File: src/rtl/mac_4bit_dot_seq.sv
// mac_4bit_dot_seq: dot-product job sequencer driving the 4-bit MAC pins.
// Define MAC_4BIT_DOT_SEQ_ZERO_SKIP_EN to suppress CLK_EN on zero non-first terms.
module mac_4bit_dot_seq #(
  parameter int LEN_WIDTH = 6
) (
  input  logic                 MAC_ACC_CLK,
  input  logic                 MAC_ACC_RST,
  input  logic                 START,
  input  logic [LEN_WIDTH-1:0] CFG_LEN,
  input  logic [5:0]           CFG_OUT_SEL,
  input  logic                 CFG_RND,
  input  logic                 CFG_SAT,
  input  logic                 CFG_TC,
  output logic                 BUSY,
  input  logic                 IN_VALID,
  output logic                 IN_READY,
  input  logic [3:0]           IN_OPER,
  input  logic [3:0]           IN_COEF,
  output logic [3:0]           MAC_OPER_DATA,
  output logic [3:0]           MAC_COEF_DATA,
  output logic                 EFPGA_MATHB_CLK_EN,
  output logic                 MAC_ACC_CLEAR,
  output logic                 MAC_ACC_RND,
  output logic                 MAC_ACC_SAT,
  output logic [5:0]           MAC_OUT_SEL,
  output logic                 MAC_TC,
  input  logic [3:0]           MAC_OUT,
  output logic                 RES_VALID,
  input  logic                 RES_READY,
  output logic [3:0]           RES_DATA
);

  localparam logic [2:0] S_IDLE   = 3'd0;
  localparam logic [2:0] S_RUN    = 3'd1;
  localparam logic [2:0] S_DRAIN  = 3'd2;
  localparam logic [2:0] S_CAPT   = 3'd3;
  localparam logic [2:0] S_RESULT = 3'd4;

  logic [2:0]           state;
  logic [LEN_WIDTH-1:0] cnt;
  logic                 first;
  logic                 cfg_rnd;

  logic start_acc;
  logic in_hs;
  logic last_term;
  logic issue;
  logic res_hs;
  logic [LEN_WIDTH-1:0] len_load;

  assign start_acc = (state == S_IDLE) & START;
  assign in_hs     = (state == S_RUN) & IN_VALID & IN_READY;
  assign last_term = (cnt == LEN_WIDTH'(1));
  assign res_hs    = (state == S_RESULT) & RES_READY;
  assign len_load  = (CFG_LEN == '0) ? LEN_WIDTH'(1) : CFG_LEN;

`ifdef MAC_4BIT_DOT_SEQ_ZERO_SKIP_EN
  // zero products add nothing; the first term still clears/rounds
  assign issue = first | ((IN_OPER != 4'd0) & (IN_COEF != 4'd0));
`else
  assign issue = 1'b1;
`endif

  // Job FSM: state, remaining-term counter, first-term flag, handshake flags
  always_ff @(posedge MAC_ACC_CLK) begin
    if (MAC_ACC_RST) begin
      state    <= S_IDLE;
      cnt      <= '0;
      first    <= 1'b0;
      cfg_rnd  <= 1'b0;
      BUSY     <= 1'b0;
      IN_READY <= 1'b0;
    end else begin
      unique case (state)
        S_IDLE: begin
          if (START) begin
            cnt      <= len_load;
            first    <= 1'b1;
            cfg_rnd  <= CFG_RND;
            BUSY     <= 1'b1;
            IN_READY <= 1'b1;
            state    <= S_RUN;
          end
        end
        S_RUN: begin
          if (in_hs) begin
            cnt   <= cnt - LEN_WIDTH'(1);
            first <= 1'b0;
            if (last_term) begin
              IN_READY <= 1'b0;
              state    <= S_DRAIN;
            end
          end
        end
        S_DRAIN: begin
          state <= S_CAPT;
        end
        S_CAPT: begin
          state <= S_RESULT;
        end
        S_RESULT: begin
          if (RES_READY) begin
            BUSY  <= 1'b0;
            state <= S_IDLE;
          end
        end
        default: begin
          state    <= S_IDLE;
          BUSY     <= 1'b0;
          IN_READY <= 1'b0;
        end
      endcase
    end
  end

  // MAC pin drive: one-cycle accumulate strobes, operands, latched config
  always_ff @(posedge MAC_ACC_CLK) begin
    if (MAC_ACC_RST) begin
      MAC_OPER_DATA      <= 4'd0;
      MAC_COEF_DATA      <= 4'd0;
      EFPGA_MATHB_CLK_EN <= 1'b0;
      MAC_ACC_CLEAR      <= 1'b0;
      MAC_ACC_RND        <= 1'b0;
      MAC_ACC_SAT        <= 1'b0;
      MAC_OUT_SEL        <= 6'd0;
      MAC_TC             <= 1'b0;
    end else begin
      EFPGA_MATHB_CLK_EN <= 1'b0;
      MAC_ACC_CLEAR      <= 1'b0;
      MAC_ACC_RND        <= 1'b0;
      if (start_acc) begin
        MAC_ACC_SAT <= CFG_SAT;
        MAC_OUT_SEL <= CFG_OUT_SEL;
        MAC_TC      <= CFG_TC;
      end
      if (in_hs) begin
        MAC_OPER_DATA      <= IN_OPER;
        MAC_COEF_DATA      <= IN_COEF;
        EFPGA_MATHB_CLK_EN <= issue;
        MAC_ACC_CLEAR      <= first & ~cfg_rnd;
        MAC_ACC_RND        <= first & cfg_rnd;
      end
    end
  end

  // Result port: capture MAC_OUT once the last term has settled
  always_ff @(posedge MAC_ACC_CLK) begin
    if (MAC_ACC_RST) begin
      RES_DATA  <= 4'd0;
      RES_VALID <= 1'b0;
    end else begin
      if (state == S_CAPT) begin
        RES_DATA  <= MAC_OUT;
        RES_VALID <= 1'b1;
      end else if (res_hs) begin
        RES_VALID <= 1'b0;
      end
    end
  end

endmodule

File: config.mk
export PLATFORM = sky130hd
export DESIGN_NAME = mac_4bit_dot_seq
export DESIGN_NICKNAME = d
export VERILOG_FILES = /design/src/rtl/mac_4bit_dot_seq.sv
export SDC_FILE = /design/constraint.sdc
export NUM_CORES = 1
export LEC_CHECK = 0
export ABC_AREA = 1
export BUFFER_PORTS_ARGS = -buffer_cell sky130_fd_sc_hd__buf_2
export CAP_MARGIN = 20
export CORE_MARGIN = 4
export CORE_UTILIZATION = 49
export CTS_CLUSTER_SIZE = 10
export DETAILED_ROUTE_END_ITERATION = 8
export PLACE_DENSITY = 0.79
export REMOVE_ABC_BUFFERS = 1
export SYNTH_ARGS = -nofsm -noshare
export SYNTH_HDL_FRONTEND = slang
export SYNTH_SLANG_ARGS = --single-unit
File: constraint.sdc
create_clock -name MAC_ACC_CLK -period 2.3 [get_ports MAC_ACC_CLK]
set_clock_uncertainty 0.1 [all_clocks]
set_input_delay 0.575 -clock MAC_ACC_CLK [delete_from_list [all_inputs] [get_ports MAC_ACC_CLK]]
set_output_delay 0.575 -clock MAC_ACC_CLK [all_outputs]
set_load 0.005 [all_outputs]
==> summary.txt, run 1 <==
Run status
  • Status: finished clean

Worst setup path
  • Crit Path Max Fanout: 15
  • Kind of critical path: register to register
  • CP max stage cell: dfxtp_1
  • Cell mode on critical path: nand2_4
  • Reg2reg end: cnt[0]$_SDFFE_PP0P_
  • Crit-path max cell delay: between 0.3 and 0.4 ns
  • Worst EP arrival: approximately 1.7 ns
  • CP cell instances: inv_2 -> nand2_2 -> nor2_4 -> nand2_4 -> nand2_4 -> inv_1 -> a21oi_1 -> nor2_1
  • CP required: between 2 and 2.5 ns
  • Flop2flop setup slack: about 0.75 ns
  • Worst r2r src: state[2]$_SDFFE_PP0P_
  • Worst reg-to-reg path cell count: 8
  • Worst Setup End Kind: register
  • Setup crit start kind: register

Final layout
  • Filler cell count in the final layout: 299
  • ANT cells: 0
  • Commonest non-fill, non-tap cell in the layout: buf_2
  • Non-Filler Instances: around 330
  • Most frequent cells in the layout: 57 x buf_2, 50 x nand2_1, 43 x nor2_1
  • Final instance area: between 1500 and 2000 sq um
  • Final net count: roughly 320
  • Multi-input combinational cell area: between 700 and 800 sq um
  • FF/Latch Area: roughly 740 sq um
  • Layout cells sized above 1: a little over a quarter
  • Area Overhead vs Synth: 22.2%

Logic synthesis
  • Average size of a mapped cell: 7.24 sq um
  • Top-area cell type share of the netlist area: around 45%
  • Unique masters post-synth: 23
  • Area leader, netlist: dfxtp_1
  • Sequential share of the synthesized area: a little under half
  • Yosys Warn Count: 0
  • Mapped Area: approximately 1600 sq um
  • Seq cells post-synth: 37
  • Area contributors post-synth: dfxtp_1 45%, nand2_1 12%, nor2_1 9.9%, o21ai_0 6.8%, a21oi_1 5.2%
  • Synth Instances: 225

Place
  • DP Cell Count: roughly 320
  • Placed cell areas: approximately 1900 sq um
  • Buffers added on ports: between 50 and 60
  • Post-DP HPWL: ~2800 microns
  • GPL Wtd Cong: about 0.83

Floorplanning
  • Die Wd: 65.7 microns
  • I/O pins: slightly below 60
  • # rows: 20
  • Initial Util: between 50% and 60%
  • Placeable Area: 3130 sq um
  • Full die area: approximately 4300 sq um
  • Die height: 65.7 microns

Routing
  • Antenna-violating nets left: 0
  • Vias per std cell: between 4 and 5
  • DR vias: between 1,500 and 2,000
  • Total wire length: between 3000 and 4000 microns
  • DR iter-0 viols: 78
  • TritonRoute pass-1 iters: 4
  • DR WL/cell: roughly 11 microns
  • DRC: 0

STA
  • Final hold violations: 0
  • Max-slew headroom: between 60% and 70%
  • Slew @ Worst Pin: slightly above 0.5 ns
  • Final min period: approximately 1.5 ns
  • F_max: 645 MHz
  • Fin Setup TNS: 0 ns
  • Setup violators final: 0
  • RSZ-0062 raised after global routing: false
  • Tcrit/Tclk final: just under 70%
  • Max-slew violations: 0

Pwr
  • Static leakage: around 1 nW
  • Maximum vdd drop: between 0.4 and 0.5 mV
  • Cell Pwr Density: roughly 630 nW/um^2

Global route
  • Vias in the first global route: around 1,500
  • Largest net degree at the start of global routing: 21
  • Initial antenna violation count: 0
  • Global-route wire length before repair: between 6000 and 7000 microns
  • Congestion Overflow GR: 0
  • GRT Util Overall: between 10% and 20%

Worst hold path
  • Worst Hold End: MAC_ACC_CLEAR$_SDFF_PP0_
  • WHS Path Cells: 1
  • HP Class: register to register
  • Worst hold start: cfg_rnd$_SDFFE_PP0P_

Clock network
  • Worst-path clk slew: about 0.1 ns
  • Postcts setup bufs: 0
  • Clock Tree Root: clkbuf_4
  • Cts repair resizes: 0
  • Maximum clock insertion buffer count: 2
  • Hold-fix buffers at CTS: 0
  • Htree depth: 2
  • Clk_lat worst skew: 0.33 ns
  • Clock sinks: 37
  • CTS tree: yes
  • Total CTS buffers: 5

Run
  • Max cap viols: 0
metrics by stage:
step	total power [mW]	worst slack, ns	utilization, %	hold slack [ns]
global route	1.34	0.595	63.6	0.372
finish	1.26	0.750	63.6	0.340
floorplan	0.870	0.941	-	0.312
global placement	0.953	0.758	62.1	0.326
detailed placement	0.959	0.749	62.1	0.328
CTS	1.28	0.750	63.6	0.340
critical path: cells and delay by family (launching register included):
kind	cells	cell delay [ns]
compound gates	1	0.12
simple gates	5	0.63
flops	1	0.35
buf+inv	2	0.25
worst max path at each step:
stage | startpoint | end | slack, ns | cells after the start
6_report | state[2]$_SDFFE_PP0P_ | cnt[0]$_SDFFE_PP0P_ | 0.75 | 8
4_1_cts | state[2]$_SDFFE_PP0P_ | cnt[0]$_SDFFE_PP0P_ | 0.75 | 8
2_1_floorplan | IN_VALID | cnt[0]$_SDFFE_PP0P_ | 0.94 | 7
3_5_place_dp | MAC_ACC_RST | cfg_rnd$_SDFFE_PP0P_ | 0.75 | 4
3_3_place_gp | MAC_ACC_RST | cfg_rnd$_SDFFE_PP0P_ | 0.76 | 4
5_1_grt | state[2]$_SDFFE_PP0P_ | cnt[0]$_SDFFE_PP0P_ | 0.59 | 8
flip-flops by register name, indices dropped and copies added, names as in the netlist, 3 cells and up:
signal and flops:
MAC_COEF_DATA 4, MAC_OPER_DATA 4, MAC_OUT_SEL 6, RES_DATA 4
cnt 6, state 3
metal layers:
metal | GRT usage (%) | share of wire, % | vias to the layer above
li1 | - | - | 836
met1 | 20.7 | 44 | 688
met2 | 31.8 | 48 | 42
met3 | 5.13 | 6.7 | 7
met4 | 6.22 | 1.3 | 0
met5 | 0 | 0 | -
cells in the mapped netlist (all sizes together):
master	count
a21oi	19
buf	4
clkbuf	2
dfxtp	37
ha	2
inv	22
nand2	53
nand3	13
nand3b	2
nor2	45
nor3	2
nor4	2
o21ai	22
area by class of cell:
class | count | share of cell area [%]
clock buffer | 8 | 2.45
inverter | 22 | 4.15
multi-input combinational | 160 | 38.7
sequential | 37 | 37.2
tap | 44 | 2.77
timing repair buffer | 58 | 14.7
power breakdown:
group | leakage [nW] | total, mW | internal [mW] | switching (mW)
combinational | 0.670 | 0.238 | 0.0952 | 0.143
clock | 0.0265 | 0.318 | 0.122 | 0.196
sequential | 0.302 | 0.705 | 0.677 | 0.0276
total | 0.999 | 1.26 | 0.894 | 0.367
cells by family after synthesis:
kind of cell / synth area share, %
AND/OR/NAND/NOR: 32.7
buffers and inverters: 7.22
flip-flops: 45.5
adder cells (fa/ha/maj): 1.54
AO/OA/AOI/OAI: 13.1
(Power assumes the default switching activity.)
==> inputs of run 2 (changes only) <==
- CORE_UTILIZATION: 49 -> 44
- PLACE_DENSITY: 0.79 -> 0.75
- clock period: 2.3 -> 1.31 ns (I/O delays scaled with it)
==> run 2 against run 1 <==
Sequential share of layout area decreased by 3.6 points. Core utilization increased by 1.4 points. Die area increased by 9.9%. Largest power group unchanged. Highest routed layer unchanged.
==> summary.txt, run 2 (synthesis results as in run 1) <==
Run status
  • Status: finished clean (unchanged)

STA
  • Max-slew headroom: 86.5% (was 66.1%)
  • Fin Setup TNS: 0 ns (unchanged)
  • Final min period: 1.26 ns (was 1.55 ns)
  • Setup ws final: 0.0477 ns (was 0.750 ns)
  • F_max: 792 MHz (was 645 MHz)
  • Final hold violations: 0 (unchanged)
  • Setup violators final: 0 (unchanged)
  • RSZ-0062 raised after global routing: true (was false)
  • Slew @ Worst Pin: 0.200 ns (was 0.508 ns)
  • Tcrit/Tclk final: 96.4% (was 67.4%)
  • Hold slack: 0.169 ns (was 0.340 ns)
  • Max-slew violations: 0 (unchanged)

Clock network
  • Total CTS buffers: 5 (unchanged)
  • Maximum clock insertion buffer count: 2 (unchanged)
  • Htree depth: 2 (unchanged)
  • Clk_lat worst skew: 0.29 ns (was 0.33 ns)
  • Clock sinks: 37 (unchanged)
  • Hold-fix buffers at CTS: 0 (unchanged)
  • Worst-path clk slew: 0.08 ns (was 0.10 ns)
  • CTS tree: yes (unchanged)
  • Clock Tree Root: clkbuf_8 (was clkbuf_4)

Routing
  • DR vias: 1,654 (was 1,573)
  • Total wire length: 4160 microns (was 3630 microns)
  • DR WL/cell: 11.9 microns (was 11.0 microns)
  • TritonRoute pass-1 iters: 4 (unchanged)
  • DR iter-0 viols: 59 (was 78)
  • DRC: 0 (unchanged)
  • Vias per std cell: 4.75 (was 4.78)
  • Antenna-violating nets left: 0 (unchanged)

Worst setup path
  • Crit-path max cell delay: 0.38 ns (was 0.35 ns)
  • CP max stage cell: dfxtp_4 (was dfxtp_1)
  • Worst EP arrival: 1.39 ns (was 1.68 ns)
  • Crit Path Max Fanout: 5 (was 15)
  • CP required: 1.43 ns (was 2.43 ns)
  • CP cell instances: nor2_4 -> buf_4 -> nand3b_1 -> nand3_1 -> nand2_1 -> a21oi_2 (was inv_2 -> nand2_2 -> nor2_4 -> nand2_4 -> nand2_4 -> inv_1 -> a21oi_1 -> nor2_1)
  • Worst Setup End Kind: register (unchanged)
  • Crit path buf inv count: 1 (was 2)
  • Kind of critical path: register to register (unchanged)
  • Cell family with most CP delay: simple AND/OR/NAND/NOR gates (unchanged)
  • Setup crit start kind: register (unchanged)

Pwr
  • Overall power: 2.53 mW (was 1.26 mW)
  • Static leakage: 1.11 nW (was 0.999 nW)
  • Cell Pwr Density: 1130 nW/um^2 (was 633 nW/um^2)
  • Maximum vdd drop: 0.683 mV (was 0.402 mV)

Run
  • Max cap viols: 0 (unchanged)

Global route
  • Congestion Overflow GR: 0 (unchanged)
  • Initial antenna violation count: 0 (unchanged)
  • Vias in the first global route: 1,487 (was 1,513)
  • GRT Util Overall: 18.6% (was 18.1%)
  • Global-route wire length before repair: 6500 microns (was 6120 microns)
  • Largest net degree at the start of global routing: 21 (unchanged)

Floorplanning
  • Placeable Area: 3440 sq um (was 3130 sq um)
  • # rows: 21 (was 20)
  • Initial Util: 47.3% (was 52.1%)
  • Full die area: 4740 sq um (was 4310 sq um)
  • I/O pins: 58 (unchanged)
  • Die height: 68.8 microns (was 65.7 microns)
  • Die Wd: 68.8 microns (was 65.7 microns)

Place
  • GPL Wtd Cong: 0.882 (was 0.835)
  • Post-DP HPWL: 3030 microns (was 2770 microns)
  • Buffers added on ports: 57 (unchanged)
  • Dpl ws: -0.0555 ns (was 0.749 ns)
  • DP Cell Count: 336 (was 321)

Final layout
  • Layout cells sized above 1: 38.1% (was 26.7%)
  • Final net count: 335 (was 318)
  • Largest registers: MAC_OUT_SEL x6, cnt x6 (unchanged)
  • Area Overhead vs Synth: 37.5% (was 22.2%)
  • Non-Filler Instances: 348 (was 329)
  • Commonest non-fill, non-tap cell in the layout: buf_2 (unchanged)
  • ANT cells: 0 (unchanged)
  • Most frequent cells in the layout: 57 x buf_2, 48 x nand2_1, 40 x nor2_1 (was 57 x buf_2, 50 x nand2_1, 43 x nor2_1)

Worst hold path
  • HP Class: input port to register (was register to register)
[run 2: layout make-up]
type	instances	area (sq um)
clock buffers	6	72.6
clock inverters	2	10.0
fillers	312	1200
inverters	22	88.8
multi-input cells	160	817
flip-flops and latches	37	753
well taps	46	57.6
repair buffers	75	440
[run 2: metal layers]
layer / up-vias / wire length [microns] / track usage [%]
met4: 0 / 25 / 7.30
met5: - / 0 / 0
met2: 57 / 1890 / 27.7
met3: 4 / 367 / 5.51
li1: 868 / - / -
met1: 725 / 1870 / 25.0
[run 2: stage by stage]
stage	util (%)	area (sq um)
after floorplan	-	1590
after global placement	59.3	2040
after CTS	62.6	2160
final	65.1	2240
after global routing	65.1	2240
after detailed placement	59.3	2040
[run 2: final timing paths]
check | from | endpoint | slack (ns) | cells after the start
worst max register to register | state[1]$_SDFFE_PP0P_ | BUSY$_SDFFE_PP0P_ | 0.05 | 6
worst max-delay path | state[1]$_SDFFE_PP0P_ | BUSY$_SDFFE_PP0P_ | 0.05 | 6
worst min-delay path | IN_OPER[2] | MAC_OPER_DATA[2]$_SDFFE_PP0P_ | 0.17 | 3
worst min register to register | cfg_rnd$_SDFFE_PP0P_ | MAC_ACC_CLEAR$_SDFF_PP0_ | 0.33 | 1
[run 2: worst min-delay path, stage by stage]
cell	delay, ns
buf_2	0.08
o21ai_1	0.06
nor2_1	0.07
[run 2: where the power goes]
group	switching (mW)	internal, mW
clock network	0.396	0.369
logic	0.295	0.227
registers	0.0488	1.19
total	0.740	1.79
[run 2: timing repair]
item                       in CTS  in global routing
pin swaps                       1                  6
resized for setup               2                 33
buffers inserted                2                  2
setup endpoints to repair      15                 28
==> inputs of run 3 (changes only) <==
- CAP_MARGIN: 20 -> not set
- CTS_CLUSTER_SIZE: 10 -> 24
- clock period: 1.31 -> 1 ns (I/O delays scaled with it)
==> run 3 against run 2 <==
The run now ends with negative setup slack left. Sequential share of layout area decreased by 3.6 points. Sequential cell count unchanged. Power increased by 39%. Critical path depth increased by 2. Combinational power increased by 66%. Hold slack got worse by 0.075 ns. Core utilization increased by 11 points. Clock power increased by 32%. Routed wire length increased by 14%. Critical path type unchanged. Largest power group unchanged. Highest routed layer unchanged.
==> summary.txt, run 3 (synthesis results as in run 1) <==
Place
  • Dpl ws: -0.359 ns (was -0.0555 ns)
  • GPL Wtd Cong: 0.924 (was 0.882)
  • Buffers added on ports: 57 (unchanged)
  • Post-DP HPWL: 3110 microns (was 3030 microns)

Routing
  • DR WL/cell: 13.2 microns (was 11.9 microns)
  • TritonRoute pass-1 iters: 4 (unchanged)
  • DRC: 0 (unchanged)
  • Vias per std cell: 4.87 (was 4.75)
  • DR vias: 1,748 (was 1,654)
  • Antenna-violating nets left: 0 (unchanged)
  • DR iter-0 viols: 82 (was 59)
  • Total wire length: 4750 microns (was 4160 microns)

Global route
  • Global-route wire length before repair: 7080 microns (was 6500 microns)
  • Busiest grt layer: met2 (unchanged)
  • Vias in the first global route: 1,606 (was 1,487)
  • Congestion Overflow GR: 0 (unchanged)
  • Met3 GRT Util: 6.16% (was 5.51%)
  • Met2 Use GR: 33.2% (was 27.7%)
  • Grt met1 use: 24.4% (was 25.0%)
  • Largest net degree at the start of global routing: 21 (unchanged)
  • Initial antenna violation count: 0 (unchanged)
  • GRT Util Overall: 20.0% (was 18.6%)

Final layout
  • ANT cells: 0 (unchanged)
  • Filler cell count in the final layout: 241 (was 312)
  • Largest registers: MAC_OUT_SEL x6, cnt x6 (unchanged)
  • Final net count: 346 (was 335)
  • Area Overhead vs Synth: 60.8% (was 37.5%)
  • Layout cells sized above 1: 57.8% (was 38.1%)
  • Commonest non-fill, non-tap cell in the layout: nand2_1 (was buf_2)
  • Most frequent cells in the layout: 45 x nand2_1, 41 x buf_2, 35 x nor2_1 (was 57 x buf_2, 48 x nand2_1, 40 x nor2_1)

Worst setup path
  • Worst EP arrival: 1.37 ns (was 1.39 ns)
  • CP required: 1.09 ns (was 1.43 ns)
  • Crit Path Max Fanout: 8 (was 5)
  • Setup crit start kind: register (unchanged)
  • Kind of critical path: register to register (unchanged)
  • Worst Setup End Kind: register (unchanged)

Clock network
  • Maximum clock insertion buffer count: 2 (unchanged)
  • Htree depth: 2 (unchanged)
  • Clk_lat worst skew: 0.29 ns (about the same)
  • Clock Tree Root: clkbuf_8 (unchanged)
  • Hold-fix buffers at CTS: 0 (unchanged)
  • Clock sinks: 37 (unchanged)
  • CTS tree: yes (unchanged)
  • Worst-path clk slew: 0.08 ns (about the same)
  • Total CTS buffers: 5 (unchanged)

Run
  • Max cap viols: 0 (unchanged)

Floorplanning
  • # rows: 21 (unchanged)
  • Full die area: 4740 sq um (unchanged)
  • I/O pins: 58 (unchanged)
  • Initial Util: 47.3% (unchanged)
  • Placeable Area: 3440 sq um (unchanged)
  • Die Wd: 68.8 microns (unchanged)
  • Die height: 68.8 microns (unchanged)

STA
  • Setup violators final: 63 (was 0)
  • RSZ-0062 raised after global routing: true (unchanged)
  • F_max: 779 MHz (was 792 MHz)
  • Tcrit/Tclk final: 128% (was 96.4%)
  • Max-slew headroom: 85.1% (was 86.5%)
  • Final hold violations: 0 (unchanged)
  • Final min period: 1.28 ns (was 1.26 ns)
  • Setup ws final: -0.284 ns (was 0.0477 ns)
  • Slew @ Worst Pin: 0.223 ns (was 0.200 ns)
  • Hold slack: 0.0943 ns (was 0.169 ns)
  • Max-slew violations: 0 (unchanged)

Pwr
  • Static leakage: 1.21 nW (was 1.11 nW)
  • Flop pwr share: 46.7% (was 49.1%)
  • Comb pwr share: 24.6% (was 20.7%)
  • Cell Pwr Density: 1350 nW/um^2 (was 1130 nW/um^2)
  • Internal power: 2.45 mW (was 1.79 mW)
  • Clock power frac: 28.7% (was 30.3%)
  • Maximum vdd drop: 1.05 mV (was 0.683 mV)
  • Switch Pwr: 1.07 mW (was 740 uW)
  • Net Sw Frac: 30.4% (was 29.3%)

Run status
  • Status: finished, violations left (was finished clean)
  • Failing checks: negative setup slack

Worst hold path
  • HP Class: input port to register (unchanged)
[run 3: changes by cell type in the layout (fill, tap and decap cells not counted), sizes merged]
cell / before / now
buf: 75 / 86
[run 3: repair_timing]
item | in CTS | in global routing
endpoints found under the hold margin | 0 | 0
resized for setup | 81 | 51
setup endpoints to repair | 63 | 63
pin swaps | 3 | 8
buffers inserted | 3 | 5
gates cloned | 0 | 0
[run 3: area by class of cell]
type                    count  area, sq um  area share (%)
multi-input cells         160          950            36.3
inverters                  22          101            3.87
repair buffers             86          642            24.5
well taps                  46         57.6            2.20
flip-flops and latches     37          786            30.0
clock inverters             2         10.0           0.382
clock buffers               6         72.6            2.77
[run 3: critical path, cell delays in order (launching register included)]
cell and delay [ns]:
dfxtp_2 0.33, inv_4 0.08, nand2_4 0.05, nor2_4 0.14, nand2_4 0.14, nand2_8 0.13
nand2_2 0.06, a21oi_2 0.11, nor2_1 0.05
[run 3: path summary, 6_finish.rpt]
| kind | start | end | slack (ns) | cells past startpoint |
|---|---|---|---|---|
| setup / recovery | state[2]$_SDFFE_PP0P_ | cnt[4]$_SDFFE_PP0P_ | -0.28 | 8 |
| hold / removal | IN_OPER[2] | MAC_OPER_DATA[2]$_SDFFE_PP0P_ | 0.09 | 3 |
| setup reg to reg | state[2]$_SDFFE_PP0P_ | cnt[4]$_SDFFE_PP0P_ | -0.28 | 8 |
| hold reg to reg | cfg_rnd$_SDFFE_PP0P_ | MAC_ACC_CLEAR$_SDFF_PP0_ | 0.34 | 1 |
[run 3: per-stage QoR]
step / TNS [ns] / cell area (sq um) / total power [mW] / utilization [%] / std cells
after global placement: -9.19 / 2110 / 2.29 / 61.2 / 343
after floorplan: -7.34 / 1590 / 2.00 / - / 219
after global routing: -13.44 / 2620 / 3.67 / 76.1 / 359
after detailed placement: -10.06 / 2110 / 2.30 / 61.2 / 343
after CTS: -9.06 / 2380 / 3.40 / 69.0 / 354
final: -10.21 / 2620 / 3.52 / 76.1 / 359
[run 3: per-layer routing]
metal  up-vias  part of all wire (%)
met3         8                   8.7
met5         -                     0
met1       781                    42
met2        63                    48
li1        896                     -
met4         0                   1.8
[run 3: power groups by stage]
stage          logic, mW  registers, mW  clock network [mW]
5_1_grt            0.949           1.65                1.07
3_3_place_gp       0.649           1.64                   0
2_1_floorplan      0.352           1.65                   0
6_report           0.868           1.64                1.01
3_5_place_dp       0.656           1.65                   0
4_1_cts            0.753           1.63                1.02
